===== config.mk =====
export PLATFORM = sky130hd
export DESIGN_NAME = handshake_arbiter
export DESIGN_NICKNAME = d
export VERILOG_FILES = /design/src/rtl/handshake_arbiter.sv
export SDC_FILE = /design/constraint.sdc
export NUM_CORES = 1
export LEC_CHECK = 0
export BUFFER_PORTS_ARGS = -buffer_cell sky130_fd_sc_hd__buf_2
export CORE_MARGIN = 4
export CORE_UTILIZATION = 47
export CTS_CLUSTER_DIAMETER = 150
export CTS_CLUSTER_SIZE = 24
export DETAILED_ROUTE_END_ITERATION = 8
export PLACE_DENSITY = 0.87
export SKIP_LAST_GASP = 1
export SLEW_MARGIN = 0
export SYNTH_ARGS = -nofsm -noshare
export SYNTH_HDL_FRONTEND = slang
export SYNTH_SLANG_ARGS = --single-unit

===== constraint.sdc =====
create_clock -name clk1 -period 1.9 [get_ports clk1]
set_clock_uncertainty 0.05 [all_clocks]
set_input_delay 0.57 -clock clk1 [delete_from_list [all_inputs] [get_ports clk1]]
set_output_delay 0.57 -clock clk1 [all_outputs]
set_load 0.1 [all_outputs]

===== src/rtl/handshake_arbiter.sv =====
// Four-requester round-robin front end for a four-phase handshake sender; grant, data1, src_id and newdata1 register one cycle after the IDLE decision.
// No backpressure on requesters beyond holding req until grant; busy1 gates launch, a missing busy1 times out into sticky err.
module handshake_arbiter #(
  parameter int N       = 8,
  parameter int TIMEOUT = 15
) (
  input  logic           clk1,
  input  logic           reset,
  input  logic [3:0]     req,
  input  logic [4*N-1:0] req_data,
  output logic [3:0]     grant,
  output logic [N-1:0]   data1,
  output logic           newdata1,
  input  logic           busy1,
  output logic [1:0]     src_id,
  output logic           done,
  output logic           err
);

  typedef enum logic [1:0] {
    IDLE      = 2'd0,
    LAUNCH    = 2'd1,
    WAIT_BUSY = 2'd2,
    WAIT_DONE = 2'd3
  } state_t;

  localparam logic [3:0] TO_LAST = 4'(TIMEOUT - 1);

  state_t             state;
  logic [1:0]         ptr;
  logic [3:0]         cnt;
  logic [1:0]         sel;
  logic               found;
  logic [3:0][N-1:0]  words;

  assign words = req_data;

  // Search starts just past the last winner so it ends up with lowest priority.
  always_comb begin
    logic [1:0] idx;
    sel   = ptr;
    found = 1'b0;
    idx   = '0;
    for (int k = 1; k <= 4; k++) begin
      idx = ptr + 2'(k);
      if (!found && req[idx]) begin
        sel   = idx;
        found = 1'b1;
      end
    end
  end

  always_ff @(posedge clk1) begin
    if (reset) begin
      state    <= IDLE;
      grant    <= '0;
      newdata1 <= 1'b0;
      done     <= 1'b0;
      err      <= 1'b0;
      data1    <= '0;
      src_id   <= '0;
      ptr      <= 2'd3;
      cnt      <= '0;
    end else begin
      grant    <= '0;
      newdata1 <= 1'b0;
      done     <= 1'b0;
      case (state)
        IDLE: begin
          // A handshake still busy from an earlier transfer must drain before launching.
          if (found && !busy1) begin
            grant    <= 4'b0001 << sel;
            data1    <= words[sel];
            src_id   <= sel;
            ptr      <= sel;
            newdata1 <= 1'b1;
            state    <= LAUNCH;
          end
        end
        LAUNCH: begin
          cnt   <= '0;
          state <= WAIT_BUSY;
        end
        WAIT_BUSY: begin
          if (busy1) begin
            state <= WAIT_DONE;
          end else if (cnt >= TO_LAST) begin
            err   <= 1'b1;
            state <= IDLE;
          end else if (cnt != 4'hF) begin
            cnt <= cnt + 4'd1;
          end
        end
        WAIT_DONE: begin
          if (!busy1) begin
            done  <= 1'b1;
            state <= IDLE;
          end
        end
        default: state <= IDLE;
      endcase
    end
  end

  a_grant_onehot: assert property (@(posedge clk1) disable iff (reset) $onehot0(grant));
  a_launch_with_grant: assert property (@(posedge clk1) disable iff (reset) newdata1 |-> (grant != 4'b0));
  a_done_not_launch: assert property (@(posedge clk1) disable iff (reset) done |-> !newdata1);

endmodule


Word-level counts from Yosys, hierarchy flattened
Cells that the tools add are included.
{"block": "word_totals", "ff_bits": 25, "latchBits": 0, "mem_bits_rw": 0, "romBits": 0, "inputBits": 39, "word_cells": 80, "n_memories": 0}
{"block": "classes", "n_addsub": 4, "multipliers": 0, "div_mod_pow": 0, "magnitude_cmp": 6, "eq_ne": 10, "shift": 1, "muxes": 29, "n_bitwise": 4, "reduce_logical": 17}
{"cell": "binary-select mux 8 bit (select 2 bit)", "count": 1}
{"cell": "two-way mux 2 bit", "count": 8}
{"cell": "< comparator 2 x 3 -> 1 bit, second input constant", "count": 5}
{"cell": "two-way mux 4 bit", "count": 3}
{"cell": "two-way mux 1 bit", "count": 10}
{"cell": "inequality test 2 bit, second input constant", "count": 5}
{"cell": "binary-select mux 1 bit (select 2 bit)", "count": 4}
{"cell": "two-way mux 8 bit", "count": 1}
{"cell": "one-hot mux 2 bit (4 select lines)", "count": 1}
{"cell": "one-hot mux 4 bit (2 select lines)", "count": 1}
{"cell": "AND reduction 3 bit", "count": 2}
{"cell": "adder 2 bit, second input constant", "count": 2}
{"cell": "adder 4 x 1 -> 4 bit, second input constant", "count": 1}
{"cell": "== test 2 bit, second input constant", "count": 2}
{"cell": ">= comparator 4 bit, second input constant", "count": 1}
{"cell": "logical AND 1 bit", "count": 4}
{"cell": "zero test 1 bit", "count": 4}
{"cell": "inequality test 4 bit, second input constant", "count": 1}
{"cell": "inverter 1 bit", "count": 4}
{"cell": "AND reduction 4 bit", "count": 1}
{"cell": "OR reduction 2 bit", "count": 2}
{"cell": "<< shifter 1 x 2 -> 4 bit, first input constant", "count": 1}
{"cell": "inequality test 3 bit, second input constant", "count": 1}
{"cell": "OR reduction 3 bit", "count": 1}
{"cell": "5 further kinds", "count": 5}

Longest topological paths before layout
{"block": "logic_depth", "word_depth": 16, "depth_mapped": 7, "depth_no_buf": 7}

Worst setup path before layout
OpenSTA, ideal clock, no wires.
{"block": "synth_timing", "kind": "in2reg", "startpoint": "input req[3]", "endpoint": "register data1[0]", "setup_ns": 0.079, "arrival_ns": 1.520, "t_required_ns": 1.771, "slack_ns": 0.251, "stages": 5, "cell_sequence": "nor4_2 -> nor4_2 -> nor2_2 -> nand2_1 -> o211ai_1"}
{"block": "synth_via", "elab_chain_cells": 14}
{"item": "start, declared", "line": "9", "source": "input logic [3:0] req,"}
{"item": "binary-select mux 1 bit (select 2 bit)", "line": "46", "source": "if (!found && req[idx]) begin"}
{"item": "two-way mux 1 bit (implied by the code)", "line": "46"}
{"item": "two-way mux 1 bit", "line": "46"}
{"item": "zero test 1 bit", "line": "46"}
{"item": "logical AND 1 bit", "line": "46"}
{"item": "two-way mux 1 bit", "line": "46"}
{"item": "zero test 1 bit", "line": "46"}
{"item": "logical AND 1 bit", "line": "46"}
{"item": "two-way mux 1 bit", "line": "46"}
{"item": "zero test 1 bit", "line": "46"}
{"item": "logical AND 1 bit", "line": "46"}
{"item": "two-way mux 2 bit or two-way mux 1 bit (tied branches)", "line": "46"}
{"item": "binary-select mux 8 bit (select 2 bit) or logical AND 1 bit (tied branches)", "line": "73, 71"}
{"item": "two-way mux 8 bit (implied by the code) or AND reduction 2 bit (tied branches)"}
{"item": "end signal, assigned", "line": "73", "source": "data1 <= words[sel];"}
{"item": "end, declared", "line": "12", "source": "output logic [N-1:0] data1,"}
Parallel ways exist; a longest one is shown, timed or not. The select of a mux whose other input is x is not followed.
A chain may end at the register's enable or synchronous reset.

Final worst setup path
{"block": "layout_timing", "startpoint": "register data1[4]", "endpoint": "output data1[4]"}
No word-level cell between the ends.

==> impl_metrics.py <==
metrics = {
    "critical_path": {
        "worst_ep_required_time_ps": 1280,
        "critPathSlowestCell": "buf_2",
        "critPathMaxStageDelay_ps": 430,
        "critical_path.top_delay_family": "buffers and inverters",
        "critPathMaxFanout": 2,
        "endpoint_kind": "output port",
        "r2r_cells": 7,
        "cp.arrival_ps": 1130,
        "cp-start-kind": "flop",
        "crit_chain": "buf_2",
        "crit_cells": 1,
        "crit_buf_inv": 1,
        "worstSetupPathType": "flop to output port",
    },
    "floorplan": {
        "num_rows": 19,
        "dieArea_mm2": 0.00374,
        "start_util": 0.486,
        "ioPinCount": 56,
        "dieHeight_um": 61.1,
        "fp.dieW_um": 61.1,
        "core_area_mm2": 0.00273,
    },
    "cts": {
        "clock_latency_ps": 320,
        "cts-resized-gates": 0,
        "cts_hold_buf": 0,
        "cts_made_buffers": 3,
        "cts_tree": "built",
        "post_cts_buffers": 0,
        "cts.clk_slew.worst_paths_ps": 140,
        "cts-root-buf": "clkbuf_4",
        "htreeDepth": 1,
        "clk_path_buf_depth": 2,
        "clkSinkCount": 25,
    },
    "timing": {
        "final_hold_viol_count": 0,
        "max_slew_margin": 0.684,
        "max_freq_ghz": 0.570,
        "rsz0062_at_grt": "no",
        "setup_viol": 0,
        "fin_crit_ps": 1750,
        "worst_pin_slew_ps": 470,
        "tns_ps": 0,
        "drv_slew": 0,
        "period_share": 0.923,
        "setup_ws_ps": 147,
    },
    "hold_path": {
        "hp-class": "flop to flop",
        "whs_path_depth": 2,
    },
    "synth": {
        "synth-xor-area-share": 0.00660,
        "ys_seq_area_frac": 0.377,
        "ys.flop_type": "dfxtp_1",
        "synth_edf_count": 0,
        "ys_ff_latch": 25,
        "synth_area_mm2": 0.00133,
        "yosys-mux-area-fraction": 0.0829,
        "synth_compound_area_frac": 0.221,
        "yosysWarnings": 0,
        "syn_inst": 145,
        "avgSynthCellArea_um2": 9.16,
        "ys_types": 39,
        "synth_top_family_by_area": "simple AND/OR/NAND/NOR gates",
        "syn_nets": 186,
        "synth-simple-area-share": 0.255,
        "post_synth_fa_ha_maj_area_fraction": 0.0189,
        "ys_async_sr_fraction": 0,
    },
    "global_route": {
        "grt-ovfl-total": 0,
        "antenna_found_initial": 0,
        "grt_max_degree": 16,
        "grt_pass1_vias": 1160,
        "grt_pass1_wl_um": 5270,
        "grt_usage": 0.188,
    },
    "power_and_ir_drop": {
        "power_density_mw_per_mm2": 835,
        "irDropWorstVdd_mv": 0.724,
        "p_leak_uw": 0.000823,
        "p_total_uw": 1410,
    },
    "placed_design": {
        "hpwl_um": 2610,
        "place_congestion": 0.857,
        "dp_slack_ps": -43.1,
        "io_buffer_count": 55,
        "place_inst": 234,
    },
    "routing": {
        "ant_nets": 0,
        "totalWireLength_um": 3450,
        "wire_per_inst_um": 14.5,
        "drtIter0Drc": 175,
        "drt_pre_antenna_iters": 4,
        "num_vias": 1335,
        "drc": 0,
        "vias_per_cell": 5.61,
    },
    "cells_and_area": {
        "final_common_cell": "buf_2",
        "layout_common_cells": "buf_2 (55), dfxtp_1 (25), nand2_1 (16)",
        "n_fill_cell": 248,
        "nNetsFinal": 249,
        "final_cells": 238,
        "drive_above_1_share": 0.377,
        "diodes": 0,
        "syn_to_final_growth_pct": 27.2,
    },
    "status": {
        "status": "complete, no violations",
    },
    "job": {
        "cap_violations": 0,
    },
}
[final timing paths]
| check | to | startpoint | slack, ps |
|---|---|---|---|
| worst max-delay path | data1[4] | data1[4] | 150 |
| worst min-delay path | src_id[1] | src_id[1] | 410 |
| worst max register to register | cnt[2] | cnt[0] | 220 |
| worst min register to register | src_id[1] | src_id[1] | 410 |
[layer usage]
layer / track usage / vias up / routed length, µm
met5: 0 / - / 0
met4: 0.0372 / 0 / 11
met3: 0.0482 / 4 / 411
met2: 0.314 / 82 / 1550
met1: 0.245 / 584 / 1470
li1: - / 665 / -
[synth_stat cells, drive strengths merged, types with 4 or more instances]
master / instances / area, µm²
a21o: 9 / 67.6
a21oi: 4 / 27.5
buf: 4 / 38.8
dfxtp: 25 / 500
mux2i: 11 / 110
nand2: 17 / 66.3
nand2b: 4 / 25.0
nand4: 7 / 43.8
nor2: 15 / 61.3
nor3: 6 / 35.0
o211ai: 7 / 52.6
o31ai: 7 / 52.6
[kinds of logic (layout without fill, tap and decap cells)]
kind of cell             count (synthesis)  after routing
buffers and inverters                    7             69
multiplexers                            11             11
flip-flops                              25             25
XOR/XNOR                                 1              1
AO/OA/AOI/OAI                           39             39
adder cells (fa/ha/maj)                  2              2
AND/OR/NAND/NOR                         60             60
[layout make-up]
cell class	instances	area, µm²	share of cell area
Tap cell	31	38.8	0.0230
Sequential cell	25	500	0.296
Inverter	2	7.51	0.00444
Timing Repair Buffer	63	335	0.199
Clock buffer	3	22.5	0.0133
Clock inverter	1	7.51	0.00444
Multi-Input combinational cell	113	777	0.460
[power breakdown]
group          total, µW  internal (µW)  switching, µW
Combinational        566            156            410
Sequential           600            567           32.1
Clock                245           80.4            165
Total               1410            804            607
[sequential cells by signal, indices dropped and copies added (netlist names)]
register / count
cnt: 4
data1: 8
done: 1
err: 1
grant: 4
newdata1: 1
ptr: 2
src_id: 2
state: 2
[per-stage QoR]
stage,hold WS [ps],utilization,cell area (µm²)
after floorplan,434,-,1330
after global placement,387,0.607,1660
after detailed placement,392,0.607,1660
after CTS,413,0.618,1690
after global routing,440,0.618,1690
final,412,0.618,1690
[worst min-delay path, stage by stage (launching register included)]
cell	delay, ps
dfxtp_1	340
nand2_1	50
nand2_1	40
(Power assumes the default switching activity.)
